## config.mk

```make
export PLATFORM = sky130hd
export DESIGN_NAME = fifo_bus_sel_arbiter
export DESIGN_NICKNAME = d
export VERILOG_FILES = /design/src/rtl/fifo_bus_sel_arbiter.sv
export SDC_FILE = /design/constraint.sdc
export NUM_CORES = 1
export LEC_CHECK = 0
export CAP_MARGIN = 20
export CORE_MARGIN = 4
export CORE_UTILIZATION = 55
export CTS_BUF_LIST = sky130_fd_sc_hd__clkbuf_4 sky130_fd_sc_hd__clkbuf_8
export CTS_CLUSTER_SIZE = 16
export DETAILED_ROUTE_END_ITERATION = 8
export PLACE_DENSITY = 0.79
export RECOVER_POWER = 25
export SKIP_CTS_REPAIR_TIMING = 1
export SLEW_MARGIN = 20
export SYNTH_ARGS = -nofsm -noshare
export SYNTH_HDL_FRONTEND = slang
export SYNTH_SLANG_ARGS = --single-unit
```

## constraint.sdc

```tcl
create_clock -name clk -period 5.16 [get_ports clk]
set_clock_uncertainty 0.1 [all_clocks]
set_input_delay 0.516 -clock clk [delete_from_list [all_inputs] [get_ports clk]]
set_output_delay 0.516 -clock clk [all_outputs]
set_load 0.05 [all_outputs]
```

## src/rtl/fifo_bus_sel_arbiter.sv

```systemverilog
// fifo_bus_sel_arbiter: round-robin packet arbiter for one output FIFO of the bus-select crosspoint
module fifo_bus_sel_arbiter #(
  parameter int PORT_NUM = 16,
  parameter int IDX_W    = 4,
  parameter int MAX_HOLD = 2048,
  parameter int CNT_W    = 16
) (
  input  logic                clk,
  input  logic                rst,
  input  logic [PORT_NUM-1:0] fifo_bus_sel,
  input  logic                fifo_full,
  output logic [PORT_NUM-1:0] grant,
  output logic [IDX_W-1:0]    grant_idx,
  output logic                grant_valid,
  output logic                timeout_err,
  output logic [CNT_W-1:0]    pkt_cnt
);
  localparam int HOLD_W = $clog2(MAX_HOLD + 1);
  typedef enum logic [1:0] {IDLE, BUSY, GAP} state_t;
  state_t           state;
  logic [IDX_W-1:0] rr_ptr, win, cand;
  logic [HOLD_W-1:0] hold_cnt;
  logic             req_any;
  // Descending scan so the last hit is the first requester at or after rr_ptr.
  always_comb begin
    win = '0;
    cand = '0;
    req_any = 1'b0;
    for (int i = PORT_NUM - 1; i >= 0; i--) begin
      cand = IDX_W'((int'(rr_ptr) + i) % PORT_NUM);
      if (fifo_bus_sel[cand]) begin
        win = cand;
        req_any = 1'b1;
      end
    end
  end
  always_ff @(posedge clk or posedge rst) begin
    if (rst) begin
      state <= IDLE;
      grant <= '0;
      grant_idx <= '0;
      grant_valid <= 1'b0;
      timeout_err <= 1'b0;
      pkt_cnt <= '0;
      rr_ptr <= '0;
      hold_cnt <= '0;
    end else begin
      timeout_err <= 1'b0;
      case (state)
        IDLE: if (req_any && !fifo_full) begin
          grant <= PORT_NUM'(1) << win;
          grant_idx <= win;
          grant_valid <= 1'b1;
          rr_ptr <= (win == IDX_W'(PORT_NUM - 1)) ? '0 : win + IDX_W'(1);
          pkt_cnt <= pkt_cnt + CNT_W'(1);
          hold_cnt <= '0;
          state <= BUSY;
        end
        BUSY: begin
          hold_cnt <= hold_cnt + HOLD_W'(1);
          // A dropped request wins over the hold limit, so timeout only flags a still-held request.
          if (!fifo_bus_sel[grant_idx] || hold_cnt == HOLD_W'(MAX_HOLD - 1)) begin
            grant <= '0;
            grant_valid <= 1'b0;
            timeout_err <= fifo_bus_sel[grant_idx];
            state <= GAP;
          end
        end
        default: state <= IDLE;
      endcase
    end
  end
endmodule

```

Word-level counts from Yosys, hierarchy flattened
Index checks and enable logic that the tools add are counted.
{"block": "word_totals", "reg_bits": 56, "in_bits": 19, "out_inout_bits": 38, "word_cells": 139}
{"block": "op_classes", "add_sub_neg": 18, "magnitude_cmp": 17, "eq_ne": 5, "shift": 1, "muxes": 80, "n_reduce_logical": 10}
{"cell": "< comparator 4 x 5 -> 1 bit (second input constant)", "count": 17}
{"cell": "binary-select mux 1 bit (select 4 bit)", "count": 17}
{"cell": "two-way mux 4 bit", "count": 17}
{"cell": "two-way mux 1 bit", "count": 37}
{"cell": "adder 4 bit (second input constant)", "count": 8}
{"cell": "two-way mux 16 bit", "count": 2}
{"cell": "case mux 16 bit (2 select lines)", "count": 1}
{"cell": "case mux 12 bit (2 select lines)", "count": 1}
{"cell": "adder 16 x 1 -> 16 bit (second input constant)", "count": 1}
{"cell": "adder 4 x 3 -> 4 bit (second input constant)", "count": 4}
{"cell": "<< shifter 1 x 4 -> 16 bit (first input constant)", "count": 1}
{"cell": "adder 12 x 1 -> 12 bit (second input constant)", "count": 1}
{"cell": "== test 12 x 11 -> 1 bit (second input constant)", "count": 1}
{"cell": "two-way mux 12 bit", "count": 1}
{"cell": "adder 4 x 1 -> 4 bit (second input constant)", "count": 2}
{"cell": "adder 4 x 2 -> 4 bit (second input constant)", "count": 2}
{"cell": "AND reduction 2 bit", "count": 3}
{"cell": "== test 4 bit (second input constant)", "count": 1}
{"cell": "two-way mux 2 bit", "count": 2}
{"cell": "!= test 2 bit (second input constant)", "count": 2}
{"cell": "case mux 2 bit (2 select lines)", "count": 1}
{"cell": "AND reduction 3 bit", "count": 1}
{"cell": "== test 2 x 1 -> 1 bit (second input constant)", "count": 1}
{"cell": "zero test 1 bit", "count": 2}
{"cell": "other kinds (5)", "count": 5}

Longest topological paths before layout
{"block": "logic_depth", "word_depth": 22, "ltp_mapped": 20, "mapped_depth_nobuf": 14}

Worst setup path after synthesis
OpenSTA, ideal clock, no wires.
{"block": "synth_timing", "path_kind": "flip-flop to flip-flop", "start": "register rr_ptr[0]", "end": "register rr_ptr[3]", "setup_time_ns": 0.125, "arrival_ns": 4.370, "required_time_ns": 4.935, "setup_slack_ns": 0.565, "path_stages_with_launch": 19, "path_buffers": 6, "synth_period_minus_slack_ns": 4.595, "path_cell_list": "dfrtp_1 -> buf_4 -> buf_6 -> clkinv_1 -> clkbuf_1 -> ha_1 -> buf_2 -> buf_6 -> mux2_2 -> mux4_2 -> mux2_2 -> or2_1 -> o21ba_2 -> a311o_1 -> a31oi_1 -> or2_1 -> buf_2 -> nor3_1 -> mux2_2"}
{"block": "synth_via", "elab_chain_len": 21, "word_cells_on_any_way": 84, "classes_between": "add/sub: 16; eq/ne: 1; mux: 65; reduce/logical: 2"}
{"item": "start: declaration", "line_no": "21", "source": "logic [IDX_W-1:0] rr_ptr, win, cand;"}
{"item": "start signal: assignment", "line_no": "54", "source": "rr_ptr <= (win == IDX_W'(PORT_NUM - 1)) ? '0 : win + IDX_W'(1);"}
{"item": "adder 4 bit", "line_no": "30", "source": "cand = IDX_W'((int'(rr_ptr) + i) % PORT_NUM);"}
{"item": "binary-select mux 1 bit (select 4 bit)", "line_no": "31", "source": "if (fifo_bus_sel[cand]) begin"}
{"item": "two-way mux 1 bit (not written as such)", "line_no": "31"}
{"item": "two-way mux 4 bit or two-way mux 1 bit (tied branches) (16 in series)", "line_no": "31"}
{"item": "adder 4 x 1 -> 4 bit (tied with other cells)", "line_no": "54"}
{"item": "two-way mux 4 bit or AND reduction 2 bit (tied branches)"}
Several ways; a longest one is shown, not always the timed one. The select of a mux whose other input is x is not followed.
A chain may end at the register's enable or synchronous reset.

Worst setup path in the final report
{"block": "layout_timing", "start": "register rr_ptr[1]", "end": "register grant[8]"}
{"block": "layout_via", "elab_chain_len": 22, "word_cells_on_any_way": 85, "classes_between": "add/sub: 15; eq/ne: 1; shift: 1; mux: 66; reduce/logical: 2"}
{"item": "adder 4 bit", "line_no": "30"}
{"item": "binary-select mux 1 bit (select 4 bit)", "line_no": "31"}
{"item": "two-way mux 1 bit (not written as such)", "line_no": "31"}
{"item": "two-way mux 4 bit or two-way mux 1 bit (tied branches) (16 in series)", "line_no": "31"}
{"item": "<< shifter 1 x 4 -> 16 bit or logical AND 1 bit (tied branches)", "line_no": "51, 50"}
{"item": "two-way mux 16 bit or != test 2 bit (tied branches)"}
{"item": "case mux 16 bit (2 select lines) or AND reduction 3 bit (tied branches)"}
{"item": "end signal: assignment", "line_no": "51", "source": "grant <= PORT_NUM'(1) << win;"}
{"item": "end: declaration", "line_no": "12", "source": "output logic [PORT_NUM-1:0] grant,"}
Several ways; a longest one is shown, not always the timed one. The select of a mux whose other input is x is not followed.

==> impl_results.html <==
<table>
<tr><th>Metric</th><th>Value</th></tr>
<tr><th colspan="2">Timing</th></tr>
<tr><td>Setup tns final</td><td>0 ns</td></tr>
<tr><td>Worst Hold Slack</td><td>about 0.4 ns</td></tr>
<tr><td>Worst-case headroom to the max-slew limit</td><td>-96.2%</td></tr>
<tr><td>Final hold viol count</td><td>0</td></tr>
<tr><td>Part of the cycle the worst path needs</td><td>91.0%</td></tr>
<tr><td>Final-report max-slew violation count</td><td>57</td></tr>
<tr><td>Post-route worst setup slack</td><td>0.462 ns</td></tr>
<tr><td>Min Clock Period, post-route</td><td>4.70 ns</td></tr>
<tr><td>Achievable clock frequency</td><td>~210 MHz</td></tr>
<tr><td>Setup-violating endpoint count in the final report</td><td>0</td></tr>
<tr><td>Worst-Margin Slew</td><td>2.94 ns</td></tr>
<tr><td>RSZ-0062 raised after global routing</td><td>false</td></tr>
<tr><th colspan="2">Global routing</th></tr>
<tr><td>Total grt overflow</td><td>0</td></tr>
<tr><td>Wire length of the first global-routing pass</td><td>22.6 mm</td></tr>
<tr><td>Number of antenna violations at the first check in global routing</td><td>0</td></tr>
<tr><td>Pin count of the biggest net entering global routing</td><td>between 50 and 60</td></tr>
<tr><td>GRT Util Overall</td><td>27.7%</td></tr>
<tr><td>Vias in the first global route</td><td>between 4000 and 5000</td></tr>
<tr><th colspan="2">Floorplanning</th></tr>
<tr><td>Height of the chip</td><td>103 µm</td></tr>
<tr><td>Chip Width</td><td>around 100 µm</td></tr>
<tr><td>Number of primary I/O pins</td><td>between 50 and 60</td></tr>
<tr><td>Area enclosed by the die boundary</td><td>10500 µm²</td></tr>
<tr><td>Row count</td><td>34</td></tr>
<tr><td>Initial cell density of the core</td><td>56.5%</td></tr>
<tr><td>CORE AREA</td><td>8720 µm²</td></tr>
<tr><th colspan="2">Logic synthesis</th></tr>
<tr><td>Sequential share of the synthesized area</td><td>28.4%</td></tr>
<tr><td>Synth top area cells</td><td>dfrtp_1 28%, mux4_2 13%, mux2i_1 5.9%</td></tr>
<tr><td>Share of synthesized flip-flops with an asynchronous set or reset</td><td>100%</td></tr>
<tr><td>Number of distinct library cells after synthesis</td><td>67</td></tr>
<tr><td>Number of enable flip-flop cells after synthesis</td><td>0</td></tr>
<tr><td>Cell area after synthesis</td><td>4930 µm²</td></tr>
<tr><td>Portion of synthesized cell area occupied by the leading cell type</td><td>28.4%</td></tr>
<tr><td>Flip-flop and latch count after synthesis</td><td>56</td></tr>
<tr><td>Mean area per synthesized cell</td><td>9.35 µm²</td></tr>
<tr><td>Largest area contributor in the synthesized netlist</td><td>dfrtp_1</td></tr>
<tr><td>Main synth FF type</td><td>dfrtp_1</td></tr>
<tr><td>Number of nets in the synthesized netlist</td><td>556</td></tr>
<tr><td>Post-synthesis instance total</td><td>between 500 and 600</td></tr>
<tr><td>Synth warn</td><td>0</td></tr>
<tr><th colspan="2">Drt</th></tr>
<tr><td>Post-Route WL</td><td>13.9 mm</td></tr>
<tr><td>Number of vias in the routed layout</td><td>~4500</td></tr>
<tr><td>Via density</td><td>~6.6</td></tr>
<tr><td>Router iterations before antenna repair</td><td>5</td></tr>
<tr><td>Final routed DRC violation total</td><td>0</td></tr>
<tr><td>Routed len/inst</td><td>20.3 µm</td></tr>
<tr><td>Number of routed nets with antenna violations</td><td>0</td></tr>
<tr><td>Drt initial violations</td><td>547</td></tr>
<tr><th colspan="2">Clocking</th></tr>
<tr><td>Number of clock sinks</td><td>56</td></tr>
<tr><td>Clock root buffer master</td><td>clkbuf_8</td></tr>
<tr><td>Clock slew at the register clock pins of the worst setup and hold paths</td><td>0.11 ns</td></tr>
<tr><td>Num CTS Buffers</td><td>5</td></tr>
<tr><td>Latest clock arrival within the worst-skew pair</td><td>roughly 0.31 ns</td></tr>
<tr><td>Number of buffers on the longest clock path</td><td>2</td></tr>
<tr><td># H-tree levels</td><td>2</td></tr>
<tr><td>CTS tree</td><td>done</td></tr>
<tr><th colspan="2">Worst hold path</th></tr>
<tr><td>Number of cells traversed by the worst hold path</td><td>1</td></tr>
<tr><td>Hold crit path type</td><td>reg2reg</td></tr>
<tr><td>Launch point of the worst hold path</td><td>pkt_cnt[15]</td></tr>
<tr><td>Worst Hold End</td><td>pkt_cnt[15]</td></tr>
<tr><th colspan="2">Critical path</th></tr>
<tr><td>Endpoint kind of the worst setup timing path</td><td>flip-flop</td></tr>
<tr><td>Worst flop-to-flop path startpoint</td><td>rr_ptr[1]</td></tr>
<tr><td>Signal arrival time at the worst endpoint</td><td>4.84 ns</td></tr>
<tr><td>Critical path required time</td><td>between 5 and 6 ns</td></tr>
<tr><td>Crit path max fanout</td><td>18</td></tr>
<tr><td>Nature of the critical path startpoint</td><td>flip-flop</td></tr>
<tr><td>R2r setup slk</td><td>0.46 ns</td></tr>
<tr><td>Startpoint-to-endpoint class of the critical path</td><td>reg2reg</td></tr>
<tr><td>FF-to-FF End</td><td>grant[8]</td></tr>
<tr><td>FF-to-FF path depth</td><td>12</td></tr>
<tr><th colspan="2">Final layout</th></tr>
<tr><td>Layout cell share with drive strength beyond 1</td><td>14.6%</td></tr>
<tr><td>Count of nets after finishing</td><td>605</td></tr>
<tr><td>Layout overhead on the synthesized area</td><td>15.5%</td></tr>
<tr><td>Number of fill cells in the layout</td><td>692</td></tr>
<tr><td>Antenna diode count</td><td>0</td></tr>
<tr><th colspan="2">Outcome</th></tr>
<tr><td>Violated checks</td><td>max-capacitance violations, max-slew violations</td></tr>
<tr><td>Outcome</td><td>finished with violations</td></tr>
<tr><th colspan="2">Placement</th></tr>
<tr><td>Gp weighted congestion</td><td>0.991</td></tr>
<tr><td>Post-detail-place hpwl</td><td>10.6 mm</td></tr>
<tr><td>Pre-CTS WS</td><td>0.541 ns</td></tr>
<tr><td>IO Port Bufs</td><td>56</td></tr>
<tr><th colspan="2">Run</th></tr>
<tr><td>Max-Cap Viols</td><td>1</td></tr>
</table>
per-layer routing:
metal	global-route usage (%)	part of all wire, %	wire length (µm)
met5	0	0	0
met4	12.3	4.2	590
met3	5.28	7.8	1080
met2	42.8	47	6580
met1	38.1	41	5650
sequential cells by signal, indices dropped and copies added, names as in the netlist:
signal	cells
rr_ptr	4
grant_idx	4
grant	16
timeout_err	1
state	2
pkt_cnt	16
hold_cnt	12
grant_valid	1
cell usage in the layout, fill, tap and decap left out, types with 4 or more instances in the layout:
cell type         n
nand2_1          63
a22o_1            7
nand3_1           6
dfrtp_1          56
clkdlybuf4s50_1  55
inv_1            13
mux2i_1          29
nand2b_1         10
nor2b_1           6
nor3_1           14
xnor2_1          21
clkbuf_8          5
a31oi_1           6
mux2_2           19
a221oi_1          6
o21ai_0          51
and3_1           12
mux4_2           28
nor2_1           38
ha_1             10
nand4_1           9
xor2_1            6
a211oi_1          4
a21oi_1          17
buf_4            11
final cells by class:
cell class / count / area (µm²) / share of cell area, %
multi-input combinational: 428 / 3330 / 58.5
sequential: 56 / 1400 / 24.6
timing repair buffer: 68 / 647 / 11.4
tap: 108 / 135 / 2.37
clock buffer: 6 / 76.3 / 1.34
inverter: 17 / 63.8 / 1.12
clock inverter: 2 / 38.8 / 0.681
cell families after synthesis:
group / share of synthesized area, %
AOI/OAI and AO/OA: 17.3
xor gates and xnor gates: 5.46
adders and majority gates: 2.54
buffers and inverters: 4.01
DFF: 28.4
muxes: 23.9
and+or+nand+nor: 18.4
Yosys cell counts (3+ instances only):
master    number
o21ai_0       51
nor2_1        38
a21oi_1       17
buf_2          8
clkbuf_1      12
or2_1          3
xnor2_1       21
nand3_1        6
a31o_2         3
mux2_2        19
nand2b_1      10
mux4_2        28
nor2b_1        6
a221oi_1       6
a22oi_1        3
o211a_1        3
a22o_1         7
nand2_1       63
and3_1        12
a31oi_1        6
o22ai_1        3
or3_1          3
a211oi_1       4
nor3_1        14
buf_6          3
inv_1         14
o211ai_1       3
dfrtp_1       56
ha_1          10
xor2_1         6
nand3b_1       3
mux2i_1       29
nand4_1        9
nor4_2         3
critical path: stages (launching register included):
cell and delay (ns):
dfrtp_1 0.36, inv_1 0.15, ha_1 0.76, mux4_2 0.41, mux2i_1 0.11, mux2i_1 0.59, or3_1 0.21, nor4_2 0.05
a2111oi_4 0.90, inv_2 0.23, or2_1 0.40, nand2b_1 0.20, o21ai_1 0.16
worst max-delay path by stage:
stage,start,endpoint,slack [ns],cells after the start
2_1_floorplan,rr_ptr[0],rr_ptr[3],0.57,18
3_3_place_gp,rr_ptr[1],rr_ptr[2],0.72,14
3_5_place_dp,rr_ptr[1],grant[8],0.54,12
4_1_cts,rr_ptr[1],grant[8],0.52,12
5_1_grt,rr_ptr[1],grant[8],0.12,12
6_report,rr_ptr[1],grant[8],0.46,12
stage by stage:
step,cells,utilization (%),area (µm²)
5_1_grt,685,65.3,5690
6_report,685,65.3,5690
3_5_place_dp,677,64.0,5580
3_3_place_gp,677,64.0,5580
2_1_floorplan,527,-,4930
4_1_cts,685,65.3,5700
Power is left out: the tool's default activity adds up to more than one toggle a clock period on the data nets, which glitch-free logic cannot reach.
==> edit 1: new RTL, same flow settings <==
Encoding of `state_t`: now one-hot (3 bits for 3 states).
--- a/src/rtl/fifo_bus_sel_arbiter.sv
+++ b/src/rtl/fifo_bus_sel_arbiter.sv
@@ -17,5 +17,5 @@
 );
   localparam int HOLD_W = $clog2(MAX_HOLD + 1);
-  typedef enum logic [1:0] {IDLE, BUSY, GAP} state_t;
+  typedef enum logic [2:0] {IDLE = 3'b001, BUSY = 3'b010, GAP = 3'b100} state_t;
   state_t           state;
   logic [IDX_W-1:0] rr_ptr, win, cand;
Function: same outputs for any inputs over 4 cycles, from zero or initial values and one cycle with rst high; so few cycles prove little.
==> edit 1 against the unedited design <==
The run still ends with capacitance limit, slew limit left. Hold slack got worse by 0.0082 ns. Area after synthesis increased by 1.8%. Worst setup slack improved by 0.11 ns. Cell area increased by 4.1%. Routed wire length increased by 9.4%. Sequential cell count increased by 1. Synthesized cell count decreased by 3.4%. Critical endpoint is now rr_ptr[2]$_DFFE_PP0P_. Largest cell class unchanged. Highest routed layer unchanged.
Power is not shown: default switching activity piles up to over one toggle a cycle in this logic, so the estimate is an artifact.
==> edit 1: results (changes against the unedited design) <==
outcome -> complete, but fails checks
violated checks -> capacitance limit, slew limit
Critical-path top delay cell -> mux4_1
XOR/XNOR Fraction of Synth Area -> 5.01% (-0.44 points)
sequential element share of the synthesized area -> 28.5% (+0.034 points)
Clock transition at path regs -> 0.08 ns (-0.03 ns)
first-pass GRT wire length -> 24600 um (+8.6%)
drt initial violations -> 416 (-24%)
antenna violations before repair -> 0 (unchanged)
routability congestion estimate -> 1.10 (+11%)
mux cell area share after synthesis -> 23.6% (-0.31 points)
list of most frequent post-synthesis cells -> dfrtp_1 (56), nand2_1 (53), o21ai_0 (40)
Syn. warnings -> 0 (unchanged)
Max FO, Critical Path -> 13 (-5)
share of cells above drive strength 1 -> 18.5% (+3.9 points)
CTS root buffer -> clkbuf_8
Distinct cells, synth -> 82 (+22%)
Compound-Gate Fraction of Synth Area -> 19.9% (+2.6 points)
top post-synthesis cells by area -> dfrtp_1 (28%), mux4_2 (12%), mux2i_1 (4.6%)
Largest regs -> grant (16), pkt_cnt (16), hold_cnt (12)
CP Data Arrival Time -> 4.73 ns (-0.11 ns)
H-tree Lvls -> 3 (+1)
DPL Wire Length -> 11100 um (+4.6%)
synthesized-area fraction occupied by adder cells -> 2.50% (-0.044 points)
fill count -> 670 (-3.2%)
max cap viols -> 1 (unchanged)
GRT Resource Usage Total -> 30.1% (+2.4 points)
ant diodes -> 0 (unchanged)
nets -> 597 (-1.3%)
vias in the first global route -> 4551 (+5.5%)
Synthesized Nets -> 538 (-3.2%)
Inserted Clock Buffers -> 9 (+4)
Slew Limit Fails -> 58 (+1.8%)
largest net degree at the start of global routing -> 58 (+1.8%)
ys flop type -> dfrtp_1
Synth async-reset ratio -> 100% (unchanged)
max_slew headroom -> -103% (-6.4 points)
worst min path class -> reg -> reg
delay of the slowest critical-path stage -> 0.80 ns (-0.10 ns)
CP delay by family, top -> multiplexers
worst-skew pair later-pin latency -> 0.34 ns (+0.03 ns)
Port Buffer Count -> 56 (unchanged)
WL final -> 15200 um (+9.4%)
Max Buffers Root-to-Sink -> 2 (unchanged)
vias per cell -> 6.76 (+2.9%)
DR pass1 iterations -> 5 (unchanged)
## edit 1: changes by cell type after synthesis, moves of 6 or more
| cell | before | now |
|---|---|---|
| xor2_1 | 6 | 12 |
| xnor2_1 | 21 | 13 |
| mux2i_1 | 29 | 23 |
| nand2_1 | 63 | 53 |
| nor2_1 | 38 | 27 |
| nand3_1 | 6 | 12 |
| o21ai_0 | 51 | 40 |
## edit 1: final timing paths
check,cells past startpoint,to,start,slack (ns)
setup reg to reg,11,rr_ptr[2]$_DFFE_PP0P_,rr_ptr[1]$_DFFE_PP0P_,0.57
min in group asynchronous,3,hold_cnt[2]$_DFFE_PP0P_,rst,1.69
hold / removal,1,hold_cnt[8]$_DFFE_PP0P_,hold_cnt[8]$_DFFE_PP0P_,0.39
max in group asynchronous,3,pkt_cnt[0]$_DFFE_PP0P_,rst,1.56
hold reg to reg,1,hold_cnt[8]$_DFFE_PP0P_,hold_cnt[8]$_DFFE_PP0P_,0.39
setup / recovery,11,rr_ptr[2]$_DFFE_PP0P_,rr_ptr[1]$_DFFE_PP0P_,0.57
## edit 1: layout make-up
class / instances / share of cell area [%]
multi-input combinational: 410 / 57.1
sequential: 57 / 24.1
timing repair buffer: 75 / 11.8
tap: 108 / 2.28
clock buffer: 9 / 2.09
clock inverter: 7 / 1.71
inverter: 15 / 0.951
## edit 1: cell families after synthesis
group	Yosys count
AND/OR/NAND/NOR	158
AO/OA/AOI/OAI	140
multiplexers	75
flip-flops	57
buffers and inverters	42
XOR/XNOR	27
adder cells (fa/ha/maj)	10
## edit 1: worst register-to-register path: cells and delay by family (launching register included)
family	cells	cell delay [ns]
muxes	3	1.61
AOI/OAI and AO/OA	5	1.45
adders and majority gates	2	0.91
DFF	1	0.36
buffers and inverters	1	0.06
## edit 1: metrics by stage
stage / utilization (%) / std cells / area, um^2 / setup slack (ns) / hold slack (ns)
after floorplan: - / 509 / 5010 / 0.754 / 0.342
after global placement: 64.7 / 665 / 5700 / 0.748 / 0.356
after detailed placement: 64.7 / 665 / 5700 / 0.694 / 0.378
after CTS: 67.3 / 681 / 5930 / 0.643 / 0.387
after global routing: 67.3 / 681 / 5920 / 0.354 / 0.406
final: 67.3 / 681 / 5920 / 0.572 / 0.387
## edit 1: layer usage
layer | global-route usage (%) | vias to the layer above | part of all wire [%]
met3 | 10.4 | 39 | 11
li1 | - | 2071 | -
met1 | 44.7 | 2233 | 44
met5 | 0 | - | 0
met2 | 41.4 | 263 | 43
met4 | 8.57 | 0 | 2.1
==> edit 2: new RTL, same flow settings <==
Without the edit above. `PORT_NUM`: 16 -> 32.
--- a/src/rtl/fifo_bus_sel_arbiter.sv
+++ b/src/rtl/fifo_bus_sel_arbiter.sv
@@ -1,5 +1,5 @@
 // fifo_bus_sel_arbiter: round-robin packet arbiter for one output FIFO of the bus-select crosspoint
 module fifo_bus_sel_arbiter #(
-  parameter int PORT_NUM = 16,
+  parameter int PORT_NUM = 32,
   parameter int IDX_W    = 4,
   parameter int MAX_HOLD = 2048,
Ports: changed (resized fifo_bus_sel and grant); port bits go from 57 to 89. No check against the original RTL was run, so the function may have changed too.
==> edit 2 against the unedited design <==
Routed wire length is 0.73% higher. Synthesized cell count grew 6.3%. Cell area is 4.7% higher. The flow still finishes with violations (capacitance limit, slew limit). Largest cell class unchanged. Critical endpoint is now rr_ptr[2]$_DFFE_PP0P_. Via count up 4.6%. Highest routed layer unchanged. Worst setup slack gained 0.041 ns. Critical path type unchanged. Sequential share of layout area down 1.1 points. Sequential cell count is the same. Area after synthesis grew 6.4%. Global-route usage fell by 2.3 points.
Power is left out: the tool's default activity adds up to more than one toggle a clock period on the data nets, which glitch-free logic cannot reach.
==> edit 2: results (changes against the unedited design) <==
XOR/XNOR Fraction of Synth Area -> 5.10% (-0.35 points)
Max Buffers Root-to-Sink -> 2 (unchanged)
worst min path class -> reg -> reg
sequential element share of the synthesized area -> 26.7% (-1.7 points)
Max FO, Critical Path -> 20 (+2)
WL/cell -> 18.9 um (-6.9%)
vias in the first global route -> 4628 (+7.3%)
CTS root buffer -> clkbuf_8
Compound-Gate Fraction of Synth Area -> 16.4% (-0.83 points)
ys flop type -> dfrtp_1
Clock transition at path regs -> 0.10 ns
Post-Place Worst Slack -> 0.585 ns (+0.0440 ns)
Slew Limit Fails -> 57 (unchanged)
max_slew headroom -> -94.4% (+1.8 points)
Syn. warnings -> 0 (unchanged)
H-tree Lvls -> 2 (unchanged)
outcome -> complete, but fails checks
Critical-path top delay cell -> ha_1
DR pass1 iterations -> 5 (unchanged)
list of most frequent post-synthesis cells -> nand2_1 (77), dfrtp_1 (56), mux2i_1 (46)
violated checks -> capacitance limit, slew limit
Distinct cells, synth -> 74 (+10%)
nets -> 657 (+8.6%)
vias per cell -> 6.35 (-3.3%)
synthesized-area fraction occupied by adder cells -> 2.39% (-0.15 points)
top post-synthesis cells by area -> dfrtp_1 (27%), mux4_2 (13%), mux2i_1 (8.8%)
Vias -> 4707 (+4.6%)
drt initial violations -> 451 (-18%)
Placed Cells -> 734 (+8.4%)
Synth async-reset ratio -> 100% (unchanged)
worst-skew pair later-pin latency -> 0.31 ns (about the same)
routability congestion estimate -> 0.983 (-0.87%)
Port Buffer Count -> 56 (unchanged)
Inserted Clock Buffers -> 5 (unchanged)
Largest regs -> grant (16), pkt_cnt (16), hold_cnt (12)
DPL Wire Length -> 10500 um (-0.59%)
GRT Resource Usage Total -> 25.4% (-2.3 points)
ant diodes -> 0 (unchanged)
delay of the slowest critical-path stage -> 0.89 ns
max cap viols -> 1 (unchanged)
CP Data Arrival Time -> 4.74 ns (-0.10 ns)
share of cells above drive strength 1 -> 14.4% (-0.18 points)
mux cell area share after synthesis -> 25.7% (+1.8 points)
largest net degree at the start of global routing -> 57 (unchanged)
first-pass GRT wire length -> 23200 um (+2.8%)
Mean Syn Cell Area -> 9.37 um^2 (+0.15%)
antenna violations before repair -> 0 (unchanged)
-- edit 2: area by class of cell --
class	count	area (um^2)
fillers	770	3280
flip-flops and latches	56	1400
clock inverters	1	8.76
well taps	129	161
clock buffers	6	82.6
repair buffers	71	669
multi-input cells	455	3550
inverters	23	86.3
-- edit 2: final timing paths --
check / endpoint / depth (start not counted) / startpoint / slack (ns)
setup / recovery: rr_ptr[2]$_DFFE_PP0P_ / 14 / rr_ptr[1]$_DFFE_PP0P_ / 0.50
hold / removal: pkt_cnt[15]$_DFFE_PP0P_ / 1 / pkt_cnt[15]$_DFFE_PP0P_ / 0.39
setup reg to reg: rr_ptr[2]$_DFFE_PP0P_ / 14 / rr_ptr[1]$_DFFE_PP0P_ / 0.50
hold reg to reg: pkt_cnt[15]$_DFFE_PP0P_ / 1 / pkt_cnt[15]$_DFFE_PP0P_ / 0.39
max in group asynchronous: hold_cnt[4]$_DFFE_PP0P_ / 3 / rst / 1.67
min in group asynchronous: pkt_cnt[11]$_DFFE_PP0P_ / 3 / rst / 1.66
-- edit 2: per-layer routing --
layer  track usage, %  wire length (um)
met2             41.4              6830
met1             34.9              5890
met5                0                 0
met4             6.20               284
met3             4.84              1010
-- edit 2: logic make-up after synthesis --
logic type / after synthesis
AO/OA/AOI/OAI: 125
XOR/XNOR: 28
adder cells (fa/ha/maj): 10
buffers and inverters: 64
flip-flops: 56
multiplexers: 93
other: 1
AND/OR/NAND/NOR: 183
-- edit 2: per-stage QoR --
stage	area, um^2	hold WS, ns	util (%)
6_report	5960	0.391	64.5
3_5_place_dp	5870	0.373	63.5
5_1_grt	5960	0.421	64.5
2_1_floorplan	5300	0.336	-
4_1_cts	5960	0.392	64.5
3_3_place_gp	5870	0.358	63.5
-- edit 2: critical path, delay by kind of cell (launching register included) --
family	cells	cell delay (ns)
flip-flops	1	0.35
AO/OA/AOI/OAI	5	0.97
multiplexers	3	1.41
adder cells (fa/ha/maj)	2	1.16
buffers and inverters	2	0.20
AND/OR/NAND/NOR	2	0.33
